==> src/rtl/cpu_run_ctrl.sv <==
// cpu_run_ctrl: run/step/breakpoint sequencer producing cpu_en for the single-cycle CPU datapath.
// Define RUNCTRL_WDT_EN to add the RUN-state watchdog stop; without it wdt_fired is tied low.
module cpu_run_ctrl #(
    parameter int CNT_W     = 16,
    parameter int WDT_LIMIT = 255
) (
    input  logic             clk,
    input  logic             reset,
    input  logic             cmd_valid,
    output logic             cmd_ready,
    input  logic [2:0]       cmd,
    input  logic [7:0]       cmd_arg,
    input  logic [7:0]       pc,
    input  logic             halt_in,
    output logic             cpu_en,
    output logic [2:0]       state,
    output logic             bp_hit,
    output logic             step_done,
    output logic [CNT_W-1:0] retire_cnt,
    output logic             wdt_fired
);

    typedef enum logic [2:0] {
        S_IDLE = 3'd0,
        S_RUN  = 3'd1,
        S_STEP = 3'd2,
        S_BRK  = 3'd3,
        S_HLT  = 3'd4
    } state_t;

    localparam logic [2:0] CMD_RUN     = 3'd1;
    localparam logic [2:0] CMD_STOP    = 3'd2;
    localparam logic [2:0] CMD_STEP    = 3'd3;
    localparam logic [2:0] CMD_SET_BP  = 3'd4;
    localparam logic [2:0] CMD_CLR_BP  = 3'd5;
    localparam logic [2:0] CMD_CLR_CNT = 3'd6;

    state_t           st;
    logic             bp_valid;
    logic [7:0]       bp_addr;
    logic             skip;
    logic             done_q;
    logic [CNT_W-1:0] cnt_q;
    logic             en;
    logic             bp_match;
    logic             accept;
    logic             acc_run, acc_stop, acc_step;
    logic             wdt_stop;

    assign bp_match = bp_valid && (pc == bp_addr);
    assign accept   = cmd_valid && cmd_ready;
    assign acc_run  = accept && (cmd == CMD_RUN);
    assign acc_stop = accept && (cmd == CMD_STOP);
    assign acc_step = accept && (cmd == CMD_STEP);

    always_comb begin
        en = 1'b0;
        if (!reset) begin
            case (st)
                S_RUN:   en = !(bp_match && !skip);
                S_STEP:  en = 1'b1;
                default: en = 1'b0;
            endcase
        end
    end

    assign cpu_en     = en;
    assign cmd_ready  = !reset && (st != S_STEP);
    assign state      = st;
    assign bp_hit     = !reset && (st == S_BRK);
    assign step_done  = !reset && done_q;
    assign retire_cnt = cnt_q;

`ifdef RUNCTRL_WDT_EN
    logic [15:0] wdt_cnt;
    logic        wdt_flag;

    // halt_in outranks the watchdog; a breakpoint already forces en low
    assign wdt_stop  = (st == S_RUN) && en && !halt_in && (wdt_cnt == 16'(WDT_LIMIT));
    assign wdt_fired = !reset && wdt_flag;

    always_ff @(posedge clk) begin
        if (reset || st != S_RUN) begin
            wdt_cnt <= '0;
        end else if (en) begin
            wdt_cnt <= wdt_cnt + 16'd1;
        end

        if (reset) begin
            wdt_flag <= 1'b0;
        end else if (wdt_stop) begin
            wdt_flag <= 1'b1;
        end else if (acc_run || acc_step) begin
            wdt_flag <= 1'b0;
        end
    end
`else
    assign wdt_stop  = 1'b0;
    assign wdt_fired = 1'b0;
`endif

    always_ff @(posedge clk) begin
        if (reset) begin
            st       <= S_IDLE;
            bp_valid <= 1'b0;
            bp_addr  <= '0;
            skip     <= 1'b0;
            done_q   <= 1'b0;
            cnt_q    <= '0;
        end else begin
            done_q <= (st == S_STEP);

            if (accept && cmd == CMD_CLR_CNT) begin
                cnt_q <= '0;
            end else if (en) begin
                cnt_q <= cnt_q + CNT_W'(1);
            end

            if (accept && cmd == CMD_SET_BP) begin
                bp_addr  <= cmd_arg;
                bp_valid <= 1'b1;
            end else if (accept && cmd == CMD_CLR_BP) begin
                bp_valid <= 1'b0;
            end

            if (st == S_RUN && en) begin
                skip <= 1'b0;
            end

            case (st)
                S_IDLE: begin
                    if (acc_run) begin
                        st <= S_RUN;
                    end else if (acc_step) begin
                        st <= S_STEP;
                    end
                end
                S_RUN: begin
                    if (bp_match && !skip) begin
                        st <= S_BRK;
                    end else if (halt_in) begin
                        st <= S_HLT;
                    end else if (wdt_stop) begin
                        st <= S_HLT;
                    end else if (acc_stop) begin
                        st   <= S_IDLE;
                        skip <= 1'b0;
                    end
                end
                S_STEP: begin
                    if (halt_in) begin
                        st <= S_HLT;
                    end else begin
                        st   <= S_IDLE;
                        skip <= 1'b0;
                    end
                end
                S_BRK: begin
                    // skip lets the breakpointed instruction execute once on resume
                    if (acc_run) begin
                        st   <= S_RUN;
                        skip <= 1'b1;
                    end else if (acc_step) begin
                        st <= S_STEP;
                    end else if (acc_stop) begin
                        st   <= S_IDLE;
                        skip <= 1'b0;
                    end
                end
                S_HLT: begin
                    if (acc_stop) begin
                        st   <= S_IDLE;
                        skip <= 1'b0;
                    end
                end
                default: st <= S_IDLE;
            endcase
        end
    end

endmodule

==> config.mk <==
export PLATFORM = sky130hd
export DESIGN_NAME = cpu_run_ctrl
export DESIGN_NICKNAME = d
export VERILOG_FILES = /design/src/rtl/cpu_run_ctrl.sv
export SDC_FILE = /design/constraint.sdc
export NUM_CORES = 1
export LEC_CHECK = 0
export ABC_AREA = 1
export BUFFER_PORTS_ARGS = -buffer_cell sky130_fd_sc_hd__buf_2
export CORE_UTILIZATION = 45
export CTS_BUF_LIST = sky130_fd_sc_hd__clkbuf_4 sky130_fd_sc_hd__clkbuf_8
export DETAILED_ROUTE_END_ITERATION = 10
export MAX_ROUTING_LAYER = met4
export PLACE_DENSITY = 0.69
export SYNTH_ARGS = -nofsm -noshare
export SYNTH_HDL_FRONTEND = slang
export SYNTH_SLANG_ARGS = --single-unit
==> constraint.sdc <==
create_clock -name clk -period 2.45 [get_ports clk]
set_input_delay 0.49 -clock clk [delete_from_list [all_inputs] [get_ports clk]]
set_output_delay 0.49 -clock clk [all_outputs]
set_load 0.01 [all_outputs]
# Word-level counts from Yosys, hierarchy flattened
# Index checks and enable logic that the tools add are counted.
[totals]
reg_bits = 30
in_bits = 23
out_inout_bits = 24
wordCells = 60
[classes]
addsub = 1
eq_ne = 13
n_mux = 21
reduce_logical = 19
[ops]
columns = ["operator", "count"]
rows = [
  ["$mux W3", 8],
  ["$add A16 B1 Y16 const B", 1],
  ["$pmux W3 S5", 1],
  ["$logic_and A1 B1 Y1", 13],
  ["$eq A3 B2 Y1 const B", 4],
  ["$eq A3 B3 Y1 const B", 4],
  ["$mux W1", 10],
  ["$eq A8 B8 Y1", 1],
  ["$eq A3 B1 Y1 const B", 2],
  ["$pmux W1 S4", 1],
  ["$logic_not A1 Y1", 3],
  ["$logic_not A3 Y1", 1],
  ["$ne A3 B2 Y1 const B", 1],
  ["$ne A3 B3 Y1 const B", 1],
  ["$pmux W1 S2", 1],
  ["$reduce_bool A2 Y1", 1],
  ["$reduce_or A2 Y1", 1],
]

# Longest topological paths before layout
# Gate-level depths: netlist (run 1).
[depth]
ltp_word = 12
mapped_depth = 11
mapped_depth_nobuf = 11

# Worst setup path after synthesis (run 1)
# Ideal clock, no wire load.
[synth_path]
path_type = "input port to output port"
from = "input pc[3]"
to = "output cpu_en"
t_arrival_ns = 1.155
required_time_ns = 1.960
setup_slack_ns = 0.805
path_stages = 7
path_buffers = 0
cell_sequence = "inv_1 nand2_1 nand2_2 nor2_2 nand3_2 o21bai_4 a21oi_1"
[synth_via]
elab_chain_len = 6
[synth_rtl]
columns = ["element", "line", "source"]
rows = [
  ["start, declared", "13", "input logic [7:0] pc,"],
  ["$eq A8 B8 Y1", "50", "assign bp_match = bp_valid && (pc == bp_addr);"],
  ["$logic_and A1 B1 Y1", "50", ""],
  ["$logic_and A1 B1 Y1", "60", "S_RUN: en = !(bp_match && !skip);"],
  ["$logic_not A1 Y1", "60", ""],
  ["$pmux W1 S2", "59", "case (st)"],
  ["$mux W1", "58", "if (!reset) begin"],
  ["end, declared", "15", "output logic cpu_en,"],
]
# No other way between the ends.

# Final worst setup path (run 1)
[layout_path]
from = "register st[0] (netlist: state[0])"
to = "output cpu_en"
[layout_via]
elab_chain_len = 3
elab_cells_between_ends = 4
classes_between = "eq/ne: 2; mux: 2"
[layout_rtl]
columns = ["element", "line", "source"]
rows = [
  ["start, declared", "38", "state_t st;"],
  ["start signal, assigned", "104", "st <= S_IDLE;"],
  ["start signal, assigned", "133", "st <= S_RUN;"],
  ["start signal, assigned", "135", "st <= S_STEP;"],
  ["$eq A3 B2 Y1 or $eq A3 B1 Y1 (tied branches)", "59", ""],
  ["$pmux W1 S2 *", "59", ""],
  ["$mux W1 *", "58", ""],
]
# Every way passes the cells marked *; elsewhere a longest branch is shown, timed or not.

==> results of run 1 <==
==> per-layer routing <==
layer  part of all wire, %  vias to the layer above  wire length [um]
li1                      -                     1003                 -
met1                    48                      881              2070
met2                    44                       55              1900
met3                   5.9                        8               255
met4                   2.0                        0                85
met5                     0                        -                 0
==> critical path, cell delays in order, from the launching register on <==
cell      delay [ps]
dfxtp_1          460
nand3_1          170
o21bai_4         230
a21oi_1          300
buf_2            200
==> cells in the mapped netlist, types with 3 or more instances <==
cell type	count
o21ai_0	7
nand2_2	4
a21oi_2	10
inv_1	38
buf_6	3
inv_2	3
a21oi_1	17
nor2_1	23
xor2_1	11
xnor2_1	4
o21ai_1	3
nor3_1	10
nand3_1	31
dfxtp_1	30
nand2_1	69
==> power breakdown <==
part / internal (mW) / switching, mW
Combinational: 0.0507 / 0.0903
Sequential: 0.496 / 0.00877
Clock: 0.299 / 0.202
==> layout make-up <==
cell class / count / area share (%)
Clock buffer: 5 / 3.02
Clock inverter: 3 / 1.76
Inverter: 41 / 6.76
Multi-Input combinational cell: 207 / 49.1
Sequential cell: 30 / 26.4
Tap cell: 50 / 2.75
Timing Repair Buffer: 46 / 10.2
==> worst max-delay path by stage <==
stage	slack (ps)	endpoint	from
3_3_place_gp	480	cpu_en	pc[4]
3_5_place_dp	480	cpu_en	pc[3]
4_1_cts	320	cpu_en	state[0]$_SDFFE_PP0P_
5_1_grt	190	cpu_en	state[0]$_SDFFE_PP0P_
2_1_floorplan	800	cpu_en	pc[3]
6_report	320	cpu_en	state[0]$_SDFFE_PP0P_
==> registers in the layout, summed over array words and instances (netlist names) <==
name        flops
retire_cnt     16
bp_addr         8
state           3
bp_valid        1
done_q          1
skip            1
==> stage by stage <==
stage	utilization, %	setup WS (ps)	instance area (um2)	hold WS (ps)	total power, mW
after global placement	53.1	477	2170	445	0.655
after global routing	55.7	195	2280	455	1.20
final	55.7	319	2280	452	1.15
after CTS	55.7	316	2280	446	1.16
after floorplan	-	805	1950	436	0.619
after detailed placement	53.1	481	2170	452	0.656
==> cell families after synthesis <==
logic type	synth area share, %
buffers and inverters	11.6
adder cells (fa/ha/maj)	0.643
other	0.193
AND/OR/NAND/NOR	35.3
AO/OA/AOI/OAI	14.6
XOR/XNOR	6.75
flip-flops	30.9
==> out/summary.txt, run 1 <==
Final TNS setup -> 0 ps
Max frequency -> 0.469 GHz
Final setup viols -> 0
Pwr Density -> 504 nW/um2
Syn Nets -> 311
Multi-input logic area -> 1120 um2
Sequential element share of the synthesized area -> 30.9%
Worst Hold Depth -> 3
Post-Syn Area -> 1950 um2
Synth area leader -> dfxtp_1
Met2 GRT Util -> 35.8%
Drc violations -> 0
Drt total wl -> 4.30 mm
Most used routing layer -> met2
WP data required -> 1960 ps
Largest net degree at the start of global routing -> 24
Iter 0 DRT Violations -> 72
Ant diodes -> 0
CTS Root Cell -> clkbuf_8
Slew Limit Fails -> 0
Setup crit start kind -> register
R2R Path End -> bp_addr[2]$_SDFFE_PP0P_
Worst Path Arrival -> 1640 ps
Latest clock arrival within the worst-skew pair -> 290 ps
Fraction of final layout cells sized beyond drive strength 1 -> 24.1%
Post-cts hold buffer count -> 0
Placed cell count -> 374
Synth Flop Type -> dfxtp_1
TritonCTS Buffers -> 5
Status -> completed
Fraction of registers with async set/reset -> 0%
Post-CTS setup buffer count -> 0
Placeable Area -> 4090 um2
CTS tree -> built
Final hold violation count -> 0
Port Buffer Count -> 45
Die W -> 67.8 um
Vias -> 1947
Synth Register Bits -> 30
Post-synthesis cell type count -> 35
H-tree levels -> 2
1st-pass router iterations -> 4
Met1 Resource Use GR -> 27.7%
Top post-synthesis cells by area -> dfxtp_1 (31%), nand2_1 (13%), nand3_1 (8.0%), inv_1 (7.3%), xor2_1 (5.0%)
Met3 Use GR -> 4.56%
GRT Util Overall -> 22.6%
Worst VDD drop -> 0.240 mV
Post-layout min period -> 2130 ps
Post-DP HPWL -> 3.18 mm
Final Instance Count excl. Fillers -> 382
Vias in the first global route -> 1772
CP Max Fanout -> 7
Fin crit share -> 87.0%
DIE AREA -> 4590 um2
FF+latch area -> 601 um2
Syn-to-layout area delta -> 17.0%
Unrepaired setup endpoints after global routing -> false
Leakage power -> 1.01 nW
Most frequent cells in the layout -> nand2_1 (69), buf_2 (45), inv_1 (38)
Hold WC Path Type -> primary input to register
Crit end category -> output pin
Cell count after synthesis -> 287
GP Congestion -> 0.850
Critical path class -> register to output pin
PostCTS Resize Cnt -> 0
Reg2Reg Depth -> 6
Hold Path End -> bp_addr[7]$_SDFFE_PP0P_
Number of enable flip-flop cells after synthesis -> 0
Clock net sink count -> 30
Starting Density -> 47.6%
Initial antenna violation count -> 0
Via density -> 5.10
Clock skew -> 7.19 ps
Clk buf depth -> 2
Commonest non-fill, non-tap cell in the layout -> nand2_1
Yosys warnings -> 0
HP Start -> cmd_arg[7]
R2R Path Start -> state[0]$_SDFFE_PP0P_
Global-route wire length before repair -> 7.54 mm
# nets final -> 355
Filler Cell Count -> 440
Ports -> 47
Overflow after GRT -> 0
WL/cell -> 11.3 um
Rows -> 23
R2r setup slk -> 710 ps
Synthesized area per cell -> 6.78 um2
Antenna violation net count after detailed routing -> 0
Die H -> 67.8 um
Max Cap Viol -> 0
Top-area cell type share of the netlist area -> 30.9%
CTS clk-pin slew, worst paths -> 70 ps
Note: power is estimated with default switching activity, not from simulation.
==> run 2: changes to the inputs <==
Settings changed: RECOVER_POWER set to 25.
==> run 2 against run 1 <==
Net effect:
- sequential share of layout area rose by 0.20 points
- setup slack improved by 2.2 ps
- design area fell by 0.77%
- sequential power barely moved
- via count did not move
- clock skew barely moved
- critical path depth did not move
- die area did not move
- non-clock buffer count did not move
- clock power barely moved
- first-iteration DRC count fell by 6.9%
==> out/summary.txt, run 2 (same netlist as run 1, synthesis figures left out) <==
Status -> completed
Post-CTS setup buffer count -> 0 (unchanged)
Largest net degree at the start of global routing -> 24 (unchanged)
Pwr Density -> 507 nW/um2 (+0.61%)
Vias in the first global route -> 1772 (unchanged)
Post-cts hold buffer count -> 0 (unchanged)
Critical path class -> register to output pin
Vias -> 1947 (unchanged)
Final hold violation count -> 0 (unchanged)
Starting Density -> 47.6% (unchanged)
H-tree levels -> 2 (unchanged)
Syn-to-layout area delta -> 16.1%
Crit end category -> output pin
WL/cell -> 11.4 um (+0.86%)
Placeable Area -> 4090 um2 (unchanged)
# nets final -> 355 (unchanged)
Max Cap Viol -> 0 (unchanged)
Overflow after GRT -> 0 (unchanged)
Fraction of final layout cells sized beyond drive strength 1 -> 20.2% (-3.9 points)
GRT Util Overall -> 22.6% (unchanged)
Final Power -> 1.14 mW (-0.17%)
Latest clock arrival within the worst-skew pair -> 290 ps (about the same)
Iter 0 DRT Violations -> 67 (-6.9%)
Clk buf depth -> 2 (unchanged)
1st-pass router iterations -> 4 (unchanged)
Max FFs per register -> 16 (unchanged)
PostCTS Resize Cnt -> 0 (unchanged)
DIE AREA -> 4590 um2 (unchanged)
WP data required -> 1960 ps (about the same)
CP Max Fanout -> 7 (unchanged)
Drc violations -> 0 (unchanged)
Via density -> 5.10 (unchanged)
Global-route wire length before repair -> 7.54 mm (unchanged)
Final setup viols -> 0 (unchanged)
Unrepaired setup endpoints after global routing -> false
Drt total wl -> 4.34 mm (+0.86%)
CTS Root Cell -> clkbuf_8
CTS clk-pin slew, worst paths -> 70 ps (about the same)
Antenna violation net count after detailed routing -> 0 (unchanged)
Post-layout min period -> 2130 ps (-2.22 ps)
Slew Limit Fails -> 0 (unchanged)
Ports -> 47 (unchanged)
Leakage power -> 0.955 nW (-5.3%)
Clock net sink count -> 30 (unchanged)
Most frequent cells in the layout -> nand2_1 (70), inv_1 (38), buf_2 (33)
TritonCTS Buffers -> 5 (unchanged)
Die H -> 67.8 um (unchanged)
Port Buffer Count -> 45 (unchanged)
GP Congestion -> 0.850 (unchanged)
CTS tree -> built
Max frequency -> 0.470 GHz (+0.10%)
Worst Path Arrival -> 1640 ps (about the same)
Worst VDD drop -> 0.240 mV (-0.29%)
Fin crit share -> 86.9% (-0.091 points)
Final TNS setup -> 0 ps (unchanged)
Hold WC Path Type -> primary input to register
Die W -> 67.8 um (unchanged)
Rows -> 23 (unchanged)
Post-DP HPWL -> 3.18 mm (unchanged)
Clock skew -> 7.48 ps (+0.284 ps)
Ant diodes -> 0 (unchanged)
Initial antenna violation count -> 0 (unchanged)
Commonest non-fill, non-tap cell in the layout -> nand2_1
Setup crit start kind -> register
==> run 2: changes by cell type in the layout (fill, tap and decap cells not counted) <==
cell      change
buf_2        -12
clkbuf_1     +12
nand2_1       +1
nand2_2       -1
==> run 2: layer usage <==
metal / part of all wire, % / routed length (um) / GRT usage (%) / up-vias
met2: 44 / 1900 / 35.8 / 56
met1: 49 / 2140 / 27.7 / 882
met5: 0 / 0 / - / -
li1: - / - / - / 1001
met4: 2.0 / 85 / 9.57 / 0
met3: 5.0 / 218 / 4.56 / 8
==> run 2: layout make-up <==
type / count / area, um2
inverters: 41 / 154
clock buffers: 5 / 68.8
repair buffers: 46 / 218
clock inverters: 3 / 40.0
fillers: 448 / 1830
multi-input cells: 207 / 1120
flip-flops and latches: 30 / 601
well taps: 50 / 62.6
==> run 2: path summary, 6_finish.rpt <==
check	slack [ps]	to	depth (start not counted)	from
min	450	bp_addr[7]$_SDFFE_PP0P_	3	cmd_arg[7]
max	320	cpu_en	4	state[0]$_SDFFE_PP0P_
max reg2reg	650	bp_addr[2]$_SDFFE_PP0P_	6	state[0]$_SDFFE_PP0P_
min reg2reg	460	bp_addr[0]$_SDFFE_PP0P_	2	bp_addr[0]$_SDFFE_PP0P_
==> run 2: where the power goes <==
group,switching [mW],internal [mW]
combinational,0.0901,0.0503
sequential,0.00851,0.496
clock,0.201,0.299
==> run 2: stage by stage <==
stage                     std cells  setup WS [ps]  hold slack (ps)  util, %  cell area [um2]
final                           382            322              450     55.3             2260
after global routing            382            195              455     55.3             2260
after CTS                       382            316              446     55.7             2280
after detailed placement        374            481              452     53.1             2170
after global placement          374            477              445     53.1             2170
after floorplan                 287            805              436        -             1950
==> run 2: worst max-delay path: stages (launching register included) <==
cell	delay [ps]
dfxtp_1	460
nand3_1	170
o21bai_4	230
a21oi_1	300
buf_2	200
==> run 3: changes to the inputs <==
--- a/config.mk
+++ b/config.mk
@@ -13,4 +13,3 @@
 export MAX_ROUTING_LAYER = met4
-export PLACE_DENSITY = 0.69
-export RECOVER_POWER = 25
+export PLACE_DENSITY = 0.79
 export SYNTH_ARGS = -nofsm -noshare
==> constraint.sdc (replaced) <==
create_clock -name clk -period 2.45 [get_ports clk]
set_input_delay 0.3675 -clock clk [delete_from_list [all_inputs] [get_ports clk]]
set_output_delay 0.3675 -clock clk [all_outputs]
set_load 0.01 [all_outputs]
==> run 3 against run 2 <==
Net effect:
- register-to-register slack better by 70 ps
- largest cell class unchanged
- critical path depth unchanged
- sequential power about the same
- critical endpoint unchanged
==> out/summary.txt, run 3 (same netlist as run 1, synthesis figures left out) <==
Leakage power -> 1.01 nW (+5.6%)
R2R Path End -> bp_addr[2]$_SDFFE_PP0P_
Rows -> 23 (unchanged)
PostCTS Resize Cnt -> 0 (unchanged)
Clock skew -> 8.28 ps (+0.799 ps)
1st-pass router iterations -> 4 (unchanged)
P_sw -> 0.283 mW (-5.8%)
Status -> completed
CTS Root Cell -> clkbuf_8
Final hold violation count -> 0 (unchanged)
Met2 GRT Util -> 32.8% (-3.0 points)
Starting Density -> 47.6% (unchanged)
Clock net sink count -> 30 (unchanged)
Clk buf depth -> 2 (unchanged)
Slowest-stage cell, CP -> dfxtp_1
Final TNS setup -> 0 ps (unchanged)
Met1 Resource Use GR -> 24.5% (-3.2 points)
Latest clock arrival within the worst-skew pair -> 280 ps (about the same)
Initial antenna violation count -> 0 (unchanged)
Die W -> 67.8 um (unchanged)
Die H -> 67.8 um (unchanged)
R2r setup slk -> 720 ps (+70 ps)
Commonest non-fill, non-tap cell in the layout -> nand2_1
Reg2Reg Depth -> 6 (unchanged)
Critical path class -> register to output pin
Final Core Density -> 55.7% (+0.43 points)
DIE AREA -> 4590 um2 (unchanged)
Critical-path cell list -> nand3_1, o21bai_4, a21oi_1, buf_2
Worst Path Arrival -> 1610 ps (-30 ps)
Post-DP HPWL -> 3.09 mm (-2.9%)
Placeable Area -> 4090 um2 (unchanged)
CTS tree -> built
WP buf/inv -> 1 (unchanged)
Post-layout min period -> 1980 ps (-148 ps)
Drc violations -> 0 (unchanged)
Ports -> 47 (unchanged)
Syn-to-layout area delta -> 17.0%
Max Cap Viol -> 0 (unchanged)
Post-CTS setup buffer count -> 0 (unchanged)
Slew Limit Fails -> 0 (unchanged)
Unrepaired setup endpoints after global routing -> false
Filler Cell Count -> 402 (-10%)
Combinational Power Share -> 12.5% (+0.2 points)
GP Congestion -> 0.888 (+4.4%)
Clk pwr share -> 42.8% (-0.9 points)
Met3 Use GR -> 5.07% (+0.51 points)
Global-route wire length before repair -> 6.87 mm (-8.9%)
Crit-path max cell delay -> 450 ps (about the same)
Vias -> 1890 (-2.9%)
Most used routing layer -> met2
Post-cts hold buffer count -> 0 (unchanged)
Switching Share -> 25.1% (-1.1 points)
Internal Power -> 0.845 mW (about the same)
Overflow after GRT -> 0 (unchanged)
H-tree levels -> 2 (unchanged)
WL/cell -> 10.7 um (-6.1%)
FF+latch area -> 601 um2 (unchanged)
Max FFs per register -> 16 (unchanged)
Fin crit share -> 80.8% (-6.0 points)
GRT Util Overall -> 20.3% (-2.4 points)
Multi-input logic area -> 1120 um2 (+0.22%)
Ant diodes -> 0 (unchanged)
Sequential share of power -> 44.7% (+0.7 points)
R2R Path Start -> state[0]$_SDFFE_PP0P_
# nets final -> 355 (unchanged)
Hold Path End -> bp_addr[4]$_SDFFE_PP0P_
Pwr Density -> 495 nW/um2 (-2.2%)
WP data required -> 2080 ps (+120 ps)
TritonCTS Buffers -> 5 (unchanged)
Vias in the first global route -> 1692 (-4.5%)
Fraction of final layout cells sized beyond drive strength 1 -> 24.1% (+3.9 points)
Iter 0 DRT Violations -> 98 (+46%)
Largest delay contributor family on the critical path -> compound AO/OA/AOI/OAI gates
CP Max Fanout -> 7 (unchanged)
Via density -> 4.95 (-2.9%)
Hold WC Path Type -> primary input to register
Drt total wl -> 4.08 mm (-6.1%)
CTS clk-pin slew, worst paths -> 70 ps (about the same)
Max frequency -> 0.505 GHz (+7.5%)
Largest net degree at the start of global routing -> 24 (unchanged)
Setup crit start kind -> register
Antenna violation net count after detailed routing -> 0 (unchanged)
Final setup viols -> 0 (unchanged)
Crit end category -> output pin
Worst VDD drop -> 0.332 mV (+38%)
Most frequent cells in the layout -> nand2_1 (69), buf_2 (45), inv_1 (38)
Port Buffer Count -> 45 (unchanged)
HP Start -> cmd_arg[4]
Worst Hold Depth -> 3 (unchanged)
## run 3: cell types whose count changed in the layout (fill, tap and decap cells not counted), sizes merged
| cell | before | now |
|---|---|---|
| clkbuf | 17 | 5 |
| buf | 34 | 46 |
## run 3: cell type report
| cell class | instances | share of cell area [%] |
|---|---|---|
| clock buffers | 5 | 3.02 |
| clock inverters | 3 | 1.76 |
| repair buffers | 46 | 10.2 |
| inverters | 41 | 6.76 |
| multi-input cells | 207 | 49.1 |
| flip-flops and latches | 30 | 26.4 |
| well taps | 50 | 2.75 |
## run 3: stage by stage
stage                     cell area [um2]  power, mW  setup slack, ps  hold WS (ps)  std cells
after global routing                 2280       1.18              345           367        382
after global placement               2170      0.653              734           448        374
after detailed placement             2170      0.656              725           461        374
after CTS                            2280       1.14              453           333        382
final                                2280       1.13              470           339        382
after floorplan                      1950      0.619              961           436        287
## run 3: power by group through the flow
stage | combinational [mW] | sequential (mW) | clock [mW]
after floorplan | 0.103 | 0.516 | 0
after global placement | 0.138 | 0.515 | 0
after detailed placement | 0.141 | 0.515 | 0
after CTS | 0.141 | 0.504 | 0.495
after global routing | 0.157 | 0.506 | 0.513
final | 0.141 | 0.505 | 0.483
## run 3: how the worst max path moves through the flow
stage | endpoint | slack, ps | depth (start not counted) | startpoint
2_1_floorplan | retire_cnt[14]$_SDFFE_PP0N_ | 960 | 7 | retire_cnt[0]$_SDFFE_PP0N_
3_3_place_gp | cpu_en | 730 | 6 | pc[4]
3_5_place_dp | cpu_en | 730 | 6 | pc[4]
4_1_cts | cpu_en | 450 | 4 | state[0]$_SDFFE_PP0P_
5_1_grt | cpu_en | 340 | 4 | state[0]$_SDFFE_PP0P_
6_report | cpu_en | 470 | 4 | state[0]$_SDFFE_PP0P_
## run 3: per-layer routing
layer | wire length (um) | share of wire, %
met4 | 29 | 0.71
met1 | 2020 | 49
met5 | 0 | 0
met3 | 193 | 4.7
met2 | 1840 | 45
## run 3: tightest hold or removal path: cells and delay by family
kind,cells,cell delay (ps)
and+or+nand+nor,1,70
buffers and inverters,1,80
AOI/OAI and AO/OA,1,60
